`config.mk`:
```
export PLATFORM = sky130hd
export DESIGN_NAME = fetch_unit
export DESIGN_NICKNAME = d
export VERILOG_FILES = /design/src/rtl/fetch_unit_pkg.sv /design/src/rtl/fetch_unit_buf.sv /design/src/rtl/fetch_unit.sv
export SDC_FILE = /design/constraint.sdc
export NUM_CORES = 1
export LEC_CHECK = 0
export ABC_AREA = 1
export CAP_MARGIN = 20
export CORE_MARGIN = 2
export CORE_UTILIZATION = 30
export DETAILED_ROUTE_END_ITERATION = 16
export SYNTH_ARGS = -nofsm -noshare
export SYNTH_HDL_FRONTEND = slang
export SYNTH_SLANG_ARGS = --single-unit
```
`constraint.sdc`:
```
create_clock -name clk -period 4.3 [get_ports clk]
set_input_delay 0.86 -clock clk [delete_from_list [all_inputs] [get_ports clk]]
set_output_delay 0.86 -clock clk [all_outputs]
set_load 0.02 [all_outputs]
```
`src/rtl/fetch_unit_pkg.sv`:
```
// Shared definitions for the instruction fetch stage: FSM state encodings,
// instruction/PC widths, the default reset PC and small PC helpers.
// Optional feature macro: FETCH_MISALIGN_TRAP_EN adds the TRAP state.
package fetch_unit_pkg;

  localparam int INSTR_W = 32;
  localparam int PC_W    = 32;

  localparam logic [PC_W-1:0] RESET_PC_DEFAULT = 32'h0000_0000;

  typedef enum logic [1:0] {
    IF_REQ   = 2'd0,
    IF_FLUSH = 2'd1,
    IF_VALID = 2'd2
`ifdef FETCH_MISALIGN_TRAP_EN
    , IF_TRAP = 2'd3
`endif
  } if_state_e;

  // Sequential PC step; wraps modulo 2^32.
  function automatic logic [PC_W-1:0] pc_inc4(input logic [PC_W-1:0] pc);
    return pc + 32'd4;
  endfunction

`ifdef FETCH_MISALIGN_TRAP_EN
  // A target is misaligned when either low address bit is set.
  function automatic logic pc_misaligned(input logic [1:0] pc_lsb);
    return |pc_lsb;
  endfunction
`endif

endpackage

```
`src/rtl/fetch_unit_buf.sv`:
```
// fetch_buf: single-entry holding register for the instruction handed to
// decode, together with its PC and PC+4. Load captures a new entry, pop
// retires it, kill drops it (combinationally masking the valid as well).
module fetch_buf
  import fetch_unit_pkg::*;
(
  input  logic               clk,
  input  logic               rst,
  input  logic               i_load,
  input  logic               i_pop,
  input  logic               i_kill,
  input  logic [INSTR_W-1:0] i_instr,
  input  logic [PC_W-1:0]    i_pc,
  output logic               o_valid,
  output logic [INSTR_W-1:0] o_instr,
  output logic [PC_W-1:0]    o_pc,
  output logic [PC_W-1:0]    o_pc_plus4
);

  logic               r_valid;
  logic [INSTR_W-1:0] r_instr;
  logic [PC_W-1:0]    r_pc;
  logic [PC_W-1:0]    r_pc_plus4;

  // Capture on load; payload holds until the next load, valid drops on pop/kill.
  always_ff @(posedge clk) begin
    if (rst) begin
      r_valid    <= 1'b0;
      r_instr    <= '0;
      r_pc       <= '0;
      r_pc_plus4 <= '0;
    end else if (i_load) begin
      r_valid    <= 1'b1;
      r_instr    <= i_instr;
      r_pc       <= i_pc;
      r_pc_plus4 <= pc_inc4(i_pc);
    end else if (i_pop || i_kill) begin
      r_valid    <= 1'b0;
    end
  end

  assign o_valid    = r_valid & ~i_kill;
  assign o_instr    = r_instr;
  assign o_pc       = r_pc;
  assign o_pc_plus4 = r_pc_plus4;

endmodule

```
`src/rtl/fetch_unit.sv`:
```
// fetch_unit: owns the architectural PC, requests instruction words over a
// req/ack handshake and hands them to decode over valid/ready. Redirects from
// the branch unit discard buffered or in-flight wrong-path instructions.
// Optional feature macro: FETCH_MISALIGN_TRAP_EN (trap on misaligned targets;
// without it the low two target bits are forced to zero).
module fetch_unit
  import fetch_unit_pkg::*;
#(
  parameter logic [PC_W-1:0] RESET_PC = RESET_PC_DEFAULT
) (
  input  logic               clk,
  input  logic               rst,
  input  logic               redirect,
  input  logic [PC_W-1:0]    redirect_pc,
  output logic               imem_req,
  output logic [PC_W-1:0]    imem_addr,
  input  logic               imem_ack,
  input  logic [INSTR_W-1:0] imem_rdata,
  output logic               if_valid,
  input  logic               if_ready,
  output logic [INSTR_W-1:0] if_instr,
  output logic [PC_W-1:0]    if_pc,
  output logic [PC_W-1:0]    if_pc_plus4
`ifdef FETCH_MISALIGN_TRAP_EN
  ,
  output logic               fetch_misaligned
`endif
);

  if_state_e        r_state, w_state_n;
  logic [PC_W-1:0]  r_pc, w_pc_n;       // architectural next-fetch PC
  logic [PC_W-1:0]  r_addr, w_addr_n;   // address of the outstanding request
  logic [PC_W-1:0]  w_rpc;              // redirect target as seen by fetch
  logic [PC_W-1:0]  w_flush_tgt;        // PC to fetch once a stale ack retires
  logic [PC_W-1:0]  w_buf_pc_plus4;
  logic             w_load;
  logic             w_pop;

`ifdef FETCH_MISALIGN_TRAP_EN
  assign w_rpc = redirect_pc;
`else
  assign w_rpc = redirect_pc & 32'hFFFF_FFFC;
`endif

  // The most recent redirect wins while a stale request drains.
  assign w_flush_tgt = redirect ? w_rpc : r_pc;

  // State, PC and request-address registers.
  always_ff @(posedge clk) begin
    if (rst) begin
      r_state <= IF_REQ;
      r_pc    <= RESET_PC;
      r_addr  <= RESET_PC;
    end else begin
      r_state <= w_state_n;
      r_pc    <= w_pc_n;
      r_addr  <= w_addr_n;
    end
  end

  // Next-state, next-PC and buffer control; redirect beats the decode handshake.
  always_comb begin
    w_state_n = r_state;
    w_pc_n    = r_pc;
    w_addr_n  = r_addr;
    w_load    = 1'b0;
    w_pop     = 1'b0;
    case (r_state)
      IF_REQ: begin
        if (redirect) begin
          w_pc_n = w_rpc;
          if (imem_ack) begin
            // Data for the old path is dropped; new address next cycle.
            w_addr_n  = w_rpc;
            w_state_n = IF_REQ;
`ifdef FETCH_MISALIGN_TRAP_EN
            if (pc_misaligned(w_rpc[1:0])) w_state_n = IF_TRAP;
`endif
          end else begin
            // Memory still owes the old word; keep presenting it.
            w_state_n = IF_FLUSH;
          end
        end else if (imem_ack) begin
          w_load    = 1'b1;
          w_state_n = IF_VALID;
        end
      end
      IF_FLUSH: begin
        w_pc_n = w_flush_tgt;
        if (imem_ack) begin
          w_addr_n  = w_flush_tgt;
          w_state_n = IF_REQ;
`ifdef FETCH_MISALIGN_TRAP_EN
          if (pc_misaligned(w_flush_tgt[1:0])) w_state_n = IF_TRAP;
`endif
        end
      end
      IF_VALID: begin
        if (redirect) begin
          w_pc_n    = w_rpc;
          w_addr_n  = w_rpc;
          w_state_n = IF_REQ;
`ifdef FETCH_MISALIGN_TRAP_EN
          if (pc_misaligned(w_rpc[1:0])) w_state_n = IF_TRAP;
`endif
        end else if (if_ready) begin
          w_pop     = 1'b1;
          w_pc_n    = w_buf_pc_plus4;
          w_addr_n  = w_buf_pc_plus4;
          w_state_n = IF_REQ;
        end
      end
`ifdef FETCH_MISALIGN_TRAP_EN
      IF_TRAP: begin
        if (redirect) begin
          w_pc_n = w_rpc;
          if (!pc_misaligned(w_rpc[1:0])) begin
            w_addr_n  = w_rpc;
            w_state_n = IF_REQ;
          end
        end
      end
`endif
      default: w_state_n = IF_REQ;
    endcase
  end

  assign imem_req  = (r_state == IF_REQ) || (r_state == IF_FLUSH);
  assign imem_addr = r_addr;

`ifdef FETCH_MISALIGN_TRAP_EN
  assign fetch_misaligned = (r_state == IF_TRAP);
`endif

  fetch_buf u_buf (
    .clk        (clk),
    .rst        (rst),
    .i_load     (w_load),
    .i_pop      (w_pop),
    .i_kill     (redirect),
    .i_instr    (imem_rdata),
    .i_pc       (r_addr),
    .o_valid    (if_valid),
    .o_instr    (if_instr),
    .o_pc       (if_pc),
    .o_pc_plus4 (w_buf_pc_plus4)
  );

  assign if_pc_plus4 = w_buf_pc_plus4;

endmodule

```
==> flow_summary.toml, run 1 <==
[timing]
setup_violations = 0
fin_crit_ns = 2.99
skew_ns = 0.0131
hold_viol_final = 0
post-route-period-util_pct = 69.5
hold_ws_ns = 0.465
worst_slew_pin_slew_ns = 0.859
fin_setup_tns_ns = 0
max_freq_mhz = 335
rsz0062_at_grt = "false"
slew_headroom_pct = 42.6
slew_viol_final = 0

[drt]
drt_iter0_drc = 536
wirelength_mm = 26.7
wl_per_cell_um = 15.7
postRouteAntennaNets = 0
post-route-drc-count = 0
drtPass1Iterations = 5
routed_via_density = 4.83
vias = 8258

[cts]
ctsResizeCount = 0
h-tree-depth = 4
cts_tree = "done"
ctsHoldBuffers = 0
cts_buffers = 17
clock_latency_ns = 0.43
cts.reportedPaths.clkPinSlew_ns = 0.07
cts.sinks = 161
clockBufferDepth = 2
clockRootBuffer = "clkbuf_16"
post_cts_buffers = 0

[synthesis]
post-synth-top-count-cell = "nand2_1"
yosys.area.top_type_share_pct = 41.2
async_flop_share_pct = 0
yosys_warnings = 0
synthFlopType = "dfxtp_1"
postSynthNetCount = 1287
netlist_area_um2 = 7820
synth_edf_count = 0
synth_common_cells = "nand2_1 (439), dfxtp_1 (161), nor2_1 (92)"
netlist_instances = 1212
ys_ff_latch = 161
yosysSeqAreaShare_pct = 41.2
avgSynthCellArea_um2 = 6.46
yosys.area.top_type = "dfxtp_1"
netlist_top_cells_area = "dfxtp_1 (41%), nand2_1 (21%), o21ai_0 (5.8%)"
yosys.cell_types.count = 29

[floorplanning]
core_um2 = 25800
fp.dieW_um = 165
rows = 59
io_pins = 199
initial_core_util_pct = 30.3
dieArea_um2 = 27400
dieHeight_um = 165

[placed_design]
gp_congestion = 0.870
dpl.cell_count = 1676
dpl.hpwl_mm = 18.3
port_buffers = 196

[critical_path]
ff2ff_setup_slack_ns = 1.79
rr_endpoint = "u_buf.o_pc[29]"
path_max_fanout = 3
cp-start-kind = "primary input"
required_ns = 3.44
worstSetupEndpointType = "primary output"
crit_type = "primary input to primary output"
worst_r2r_path_depth = 7
cp.arrival_ns = 2.13
r2r_start = "r_state[0]"

[layout]
instances_no_fill = 1708
antenna_cells = 0
multi_input_area_um2 = 3980
nNetsFinal = 1435
final_core_util_pct = 40.8
area_delta_synth_final_pct = 34.6
fillers = 2694
regArea_um2 = 3220
layout-drive-gt1-share_pct = 4.59

[worst_hold_path]
hold_path_end = "u_buf.o_pc[11]"
holdPathStages = 2
min_path_type = "flip-flop to flip-flop"
hp-start = "u_buf.o_pc[11]"

[power]
power_w = 0.00433
leakagePower_nw = 4.15
peakVddDrop_mv = 0.231
pwr_density_cell_nw_per_um2 = 411

[global_route]
grt_max_degree = 65
grt_pass1_wl_mm = 40.4
grt_util_all_layers_pct = 19.3
antenna_found_initial = 0
grt_pass1_vias = 7223
overflow = 0

[status]
status = "finished clean"

[run]
cap_violations = 0
[logic make-up (layout without fill, tap and decap cells)]
family | after synthesis | in the layout | share of synthesized area (%)
AO/OA/AOI/OAI | 260 | 260 | 17.4
XOR/XNOR | 3 | 3 | 0.336
adder cells (fa/ha/maj) | 6 | 6 | 0.960
buffers and inverters | 153 | 314 | 8.04
flip-flops | 161 | 161 | 41.2
AND/OR/NAND/NOR | 629 | 629 | 32.1
[placed cells by master (no fill, tap or decap), types with 2 or more instances in the layout]
| master | n |
|---|---|
| nor2_1 | 92 |
| o21bai_1 | 2 |
| a21oi_1 | 87 |
| inv_6 | 5 |
| o22ai_1 | 2 |
| nand3_1 | 81 |
| inv_8 | 4 |
| nand2_1 | 439 |
| and2_1 | 2 |
| nor3_1 | 4 |
| o21ai_1 | 41 |
| o21ai_0 | 90 |
| buf_4 | 14 |
| clkdlybuf4s50_1 | 195 |
| ha_1 | 6 |
| inv_2 | 4 |
| nor2_2 | 7 |
| clkbuf_16 | 17 |
| dfxtp_1 | 161 |
| o211ai_1 | 2 |
| clkinv_4 | 3 |
| inv_1 | 67 |
| a31oi_1 | 34 |
| xor2_1 | 2 |
[per-stage QoR]
step	area, µm²	setup WS (ns)
after global routing	10500	1.21
after floorplan	7820	2.10
after detailed placement	9950	0.995
final	10500	1.31
after CTS	10500	1.29
after global placement	9950	0.987
[registers in the layout, indices dropped and copies added (netlist names)]
signal and flops:
u_buf.o_pc 30, r_pc 32, u_buf.o_pc_plus4 32, imem_addr 32
u_buf.r_valid 1, u_buf.o_instr 32, r_state 2
[critical path, stage by stage]
cell,delay [ns]
clkdlybuf4s50_1,0.48
nor2_1,0.17
clkdlybuf4s50_1,0.62
[area by class of cell]
| class | instances | area share, % |
|---|---|---|
| Inverter | 72 | 2.58 |
| Multi-Input combinational cell | 898 | 37.8 |
| Timing Repair Buffer | 210 | 19.6 |
| Clock inverter | 14 | 1.32 |
| Tap cell | 335 | 3.98 |
| Sequential cell | 161 | 30.6 |
| Clock buffer | 18 | 4.17 |
[routing by layer]
metal / wire, µm / global-route usage [%]
met5: 0 / 0
met4: 680 / 7.48
met3: 2050 / 4.82
met2: 11900 / 28.7
met1: 12100 / 26.7
[worst max-delay path by stage]
stage / end / cells past startpoint / startpoint / slack (ns)
2_1_floorplan: if_valid / 2 / redirect / 2.10
4_1_cts: if_valid / 3 / redirect / 1.29
3_3_place_gp: u_buf.o_pc[27] / 7 / redirect / 0.99
3_5_place_dp: u_buf.o_pc[27] / 7 / redirect / 0.99
6_report: if_valid / 3 / redirect / 1.31
5_1_grt: if_valid / 3 / redirect / 1.21
[power by group]
| part | internal, W | switching [W] | leakage, nW |
|---|---|---|---|
| combinational | 0.000414 | 0.000611 | 2.55 |
| clock | 0.000787 | 0.000718 | 0.283 |
| sequential | 0.00163 | 0.000162 | 1.32 |
| total | 0.00283 | 0.00149 | 4.15 |
Note: power is estimated with default switching activity, not from simulation.
==> run 2: changes to the inputs <==
==> constraint.sdc (replaced) <==
create_clock -name clk -period 2.96 [get_ports clk]
set_input_delay 0.592 -clock clk [delete_from_list [all_inputs] [get_ports clk]]
set_output_delay 0.592 -clock clk [all_outputs]
set_load 0.02 [all_outputs]
==> flow_summary.toml, run 2 (same netlist as run 1, synthesis figures left out) <==
[timing]
max_freq_mhz = 394
slew_viol_final = 0
fin_setup_tns_ns = 0
worst_slew_pin_slew_ns = 0.716
slew_headroom_pct = 52.3
fin_crit_ns = 2.54
hold_viol_final = 0
rsz0062_at_grt = "false"
skew_ns = 0.0115
post-route-period-util_pct = 85.7
setup_violations = 0

[critical_path]
cp.arrival_ns = 1.95
path_max_fanout = 4
cp-start-kind = "flip-flop"
cp_top_family = "buffers and inverters"
worstSetupEndpointType = "primary output"
crit_type = "flip-flop to primary output"
crit_slowest_cell = "clkdlybuf4s50_1"
required_ns = 2.37
critPathBufInv = 2
cpPeakStageDelay_ns = 0.55
path_cells = "inv_1 > ha_1 > or2_2 > clkdlybuf4s50_1"

[cts]
post_cts_buffers = 0
cts.reportedPaths.clkPinSlew_ns = 0.07
cts.sinks = 161
cts_tree = "done"
clockRootBuffer = "clkbuf_16"
clockBufferDepth = 2
clock_latency_ns = 0.43
ctsResizeCount = 0
cts_buffers = 17
h-tree-depth = 4
ctsHoldBuffers = 0

[global_route]
grtUsageMet1_pct = 26.5
overflow = 0
grt_pass1_wl_mm = 40.7
use_met2_pct = 28.7
grt_pass1_vias = 7411
grt.met3_usage_pct = 5.09
grt_max_degree = 117
busiest_layer = "met2"
antenna_found_initial = 0
grt_util_all_layers_pct = 19.1

[layout]
nNetsFinal = 1439
fillers = 2672
antenna_cells = 0
final_cell_mix = "nand2_1 (439), clkdlybuf4s50_1 (195), dfxtp_1 (161), nor2_1 (92), o21ai_0 (90)"
layout-drive-gt1-share_pct = 4.79
design_area_um2 = 10600
final_core_util_pct = 41.2
mostFrequentLayoutCell = "nand2_1"
area_delta_synth_final_pct = 36.1

[floorplanning]
core_um2 = 25800
dieArea_um2 = 27400
io_pins = 199
fp.dieW_um = 165
initial_core_util_pct = 30.3
dieHeight_um = 165
rows = 59

[power]
power_w = 0.00641
pwr_density_cell_nw_per_um2 = 602
leakagePower_nw = 4.21
peakVddDrop_mv = 0.330

[placed_design]
gp_congestion = 0.845
placed_cell_area_um2 = 10000
dpl.hpwl_mm = 18.1
port_buffers = 196

[drt]
post-route-drc-count = 0
wirelength_mm = 26.6
drtPass1Iterations = 5
wl_per_cell_um = 15.5
postRouteAntennaNets = 0
drt_iter0_drc = 463
routed_via_density = 4.81
vias = 8229

[worst_hold_path]
min_path_type = "flip-flop to flip-flop"

[run]
cap_violations = 0

[status]
status = "finished clean"
## run 2: final timing paths
| check | startpoint | depth (start not counted) | slack, ns | end |
|---|---|---|---|---|
| worst max register to register | r_state[0] | 7 | 1.04 | u_buf.r_valid |
| worst max-delay path | r_state[0] | 4 | 0.42 | imem_req |
| worst min-delay path | u_buf.o_instr[24] | 2 | 0.46 | u_buf.o_instr[24] |
| worst min register to register | u_buf.o_instr[24] | 2 | 0.46 | u_buf.o_instr[24] |
## run 2: per-stage QoR
stage	worst slack (ns)	std cells	hold slack (ns)
global route	0.363	1712	0.482
finish	0.423	1712	0.464
floorplan	1.08	1212	0.485
detailed placement	0.435	1680	0.455
global placement	0.442	1680	0.451
CTS	0.410	1712	0.466
## run 2: routing by layer
layer,vias up,wire [µm]
met2,259,11900
met4,0,592
li1,4248,-
met1,3695,12200
met5,-,0
met3,27,1890
## run 2: cell type report
type,count,area (µm²),area share [%]
Inverter,72,270,2.54
Multi-Input combinational cell,898,3980,37.4
Timing Repair Buffer,214,2150,20.2
Sequential cell,161,3220,30.3
Tap cell,335,419,3.94
Clock buffer,18,429,4.03
Clock inverter,14,174,1.63
## run 2: worst reg2reg max path: stages, from the launching register on
cell     delay [ns]
dfxtp_1        0.34
inv_1          0.11
ha_1           0.34
buf_4          0.40
inv_1          0.11
buf_4          0.22
o21ai_0        0.18
a21oi_1        0.08
## run 2: power breakdown
part           switching, W  internal, W
combinational      0.000897     0.000621
clock               0.00102      0.00128
sequential         0.000229      0.00237
total               0.00214      0.00427
==> run 3: changes to the inputs <==
--- a/config.mk
+++ b/config.mk
@@ -10,6 +10,8 @@
 export CORE_MARGIN = 2
 export CORE_UTILIZATION = 30
 export DETAILED_ROUTE_END_ITERATION = 16
+export DONT_BUFFER_PORTS = 1
 export SYNTH_ARGS = -nofsm -noshare
 export SYNTH_HDL_FRONTEND = slang
 export SYNTH_SLANG_ARGS = --single-unit
+export TNS_END_PERCENT = 30
==> flow_summary.toml, run 3 (same netlist as run 1, synthesis figures left out) <==
[cts]
cts_buffers = 17
clock_latency_ns = 0.43
ctsHoldBuffers = 0
cts.sinks = 161
post_cts_buffers = 0
cts_tree = "done"
clockBufferDepth = 2
clockRootBuffer = "clkbuf_16"
cts.reportedPaths.clkPinSlew_ns = 0.08
ctsResizeCount = 0
h-tree-depth = 4

[timing]
setup_ws_ns = 0.612
rsz0062_at_grt = "false"
slew_headroom_pct = 54.5
hold_ws_ns = 0.212
max_freq_mhz = 426
slew_viol_final = 0
fin_setup_tns_ns = 0
skew_ns = 0.0130
setup_violations = 0
hold_viol_final = 0
worst_slew_pin_slew_ns = 0.682
fin_crit_ns = 2.35
post-route-period-util_pct = 79.3

[drt]
post-route-drc-count = 0
vias = 7503
drtPass1Iterations = 5
wirelength_mm = 25.4
routed_via_density = 4.97
wl_per_cell_um = 16.8
drt_iter0_drc = 573
postRouteAntennaNets = 0

[global_route]
grt_util_all_layers_pct = 18.2
overflow = 0
antenna_found_initial = 0
grt_pass1_wl_mm = 38.3
grt_max_degree = 117
grt_pass1_vias = 6586

[critical_path]
cp_top_family = "simple AND/OR/NAND/NOR gates"
path_cells = "inv_1 > ha_1 > buf_4 > or2_2"
cp-start-kind = "flip-flop"
crit_type = "flip-flop to primary output"
cpPeakStageDelay_ns = 0.41
path_max_fanout = 33
cp.arrival_ns = 1.76
critPathBufInv = 2
worstSetupEndpointType = "primary output"
required_ns = 2.37
crit_slowest_cell = "or2_2"

[floorplanning]
rows = 59
dieHeight_um = 165
io_pins = 199
core_um2 = 25800
fp.dieW_um = 165
dieArea_um2 = 27400
initial_core_util_pct = 30.3

[layout]
final_cell_mix = "nand2_1 (439), dfxtp_1 (161), nor2_1 (92), o21ai_0 (90), a21oi_1 (87)"
layout-drive-gt1-share_pct = 5.19
mostFrequentLayoutCell = "nand2_1"
antenna_cells = 0
area_delta_synth_final_pct = 9.92
fillers = 2765
design_area_um2 = 8600
nNetsFinal = 1238

[worst_hold_path]
min_path_type = "primary input to flip-flop"

[placed_design]
gp_congestion = 0.856
placed_cell_area_um2 = 8030
port_buffers = 0
post-place-ws_ns = 0.591
dpl.hpwl_mm = 17.5

[power]
leakagePower_nw = 3.44
pwr-share-comb_pct = 14.6
power.sequential.fraction_pct = 48.3
swShare_pct = 35.6
p_int_w = 0.00378
power_w = 0.00587
pwr_density_cell_nw_per_um2 = 683
power_switching_w = 0.00209
p_clk_share_pct = 37.1
peakVddDrop_mv = 0.376

[run]
cap_violations = 0

[status]
status = "finished clean"
run 3: cell count changes in the layout (fill, tap and decap cells not counted):
cell and delta:
clkbuf_1 -1, clkdlybuf4s50_1 -195, buf_2 -1, bufinv_16 -2
buf_12 -2, clkinv_4 -2, inv_8 +1, clkinvlp_4 +2
buf_4 -3, inv_6 +1, clkinv_8 +1
run 3: cell type report:
cell class                 count  area, µm²  area share, %
tap                          335        419           4.87
inverter                      72        270           3.14
sequential                   161       3220           37.5
clock buffer                  17        425           4.95
multi-input combinational    898       3980           46.3
timing repair buffer          13        135           1.57
clock inverter                15        148           1.72
run 3: path summary, 6_finish.rpt:
check                  start           endpoint  slack, ns  cells after the start
setup reg to reg  r_state[0]      imem_addr[24]       0.85                     10
hold reg to reg     r_pc[10]           r_pc[10]       0.52                      2
hold / removal           rst  u_buf.o_instr[25]       0.21                      1
setup / recovery  r_state[1]           imem_req       0.61                      4
run 3: per-layer routing:
layer / track usage (%) / vias to the layer above / wire length [µm]
li1: - / 3831 / -
met1: 24.1 / 3373 / 11200
met2: 27.3 / 254 / 11300
met3: 6.67 / 45 / 2210
met4: 6.43 / 0 / 675
met5: 0 / - / 0
run 3: power by group through the flow:
stage | clock, W | sequential, W | combinational (W)
final | 0.00218 | 0.00284 | 0.000860
after global routing | 0.00231 | 0.00287 | 0.000994
after CTS | 0.00223 | 0.00283 | 0.000861
after detailed placement | 0 | 0.00288 | 0.000855
after global placement | 0 | 0.00288 | 0.000841
after floorplan | 0 | 0.00275 | 0.000718
run 3: stage by stage:
step,util [%],cells
2_1_floorplan,-,1212
3_3_place_gp,31.1,1479
3_5_place_dp,31.1,1479
4_1_cts,33.3,1511
5_1_grt,33.3,1511
6_report,33.3,1511
run 3: worst reg2reg max path, cell delays in order (launching register included):
cell and delay [ns]:
dfxtp_1 0.40, inv_1 0.10, ha_1 0.25, nand2_1 0.08
nand2_1 0.08, inv_2 0.06, nand2_1 0.07, nor2_4 0.42
buf_4 0.37, o21ai_1 0.09, a21oi_1 0.13
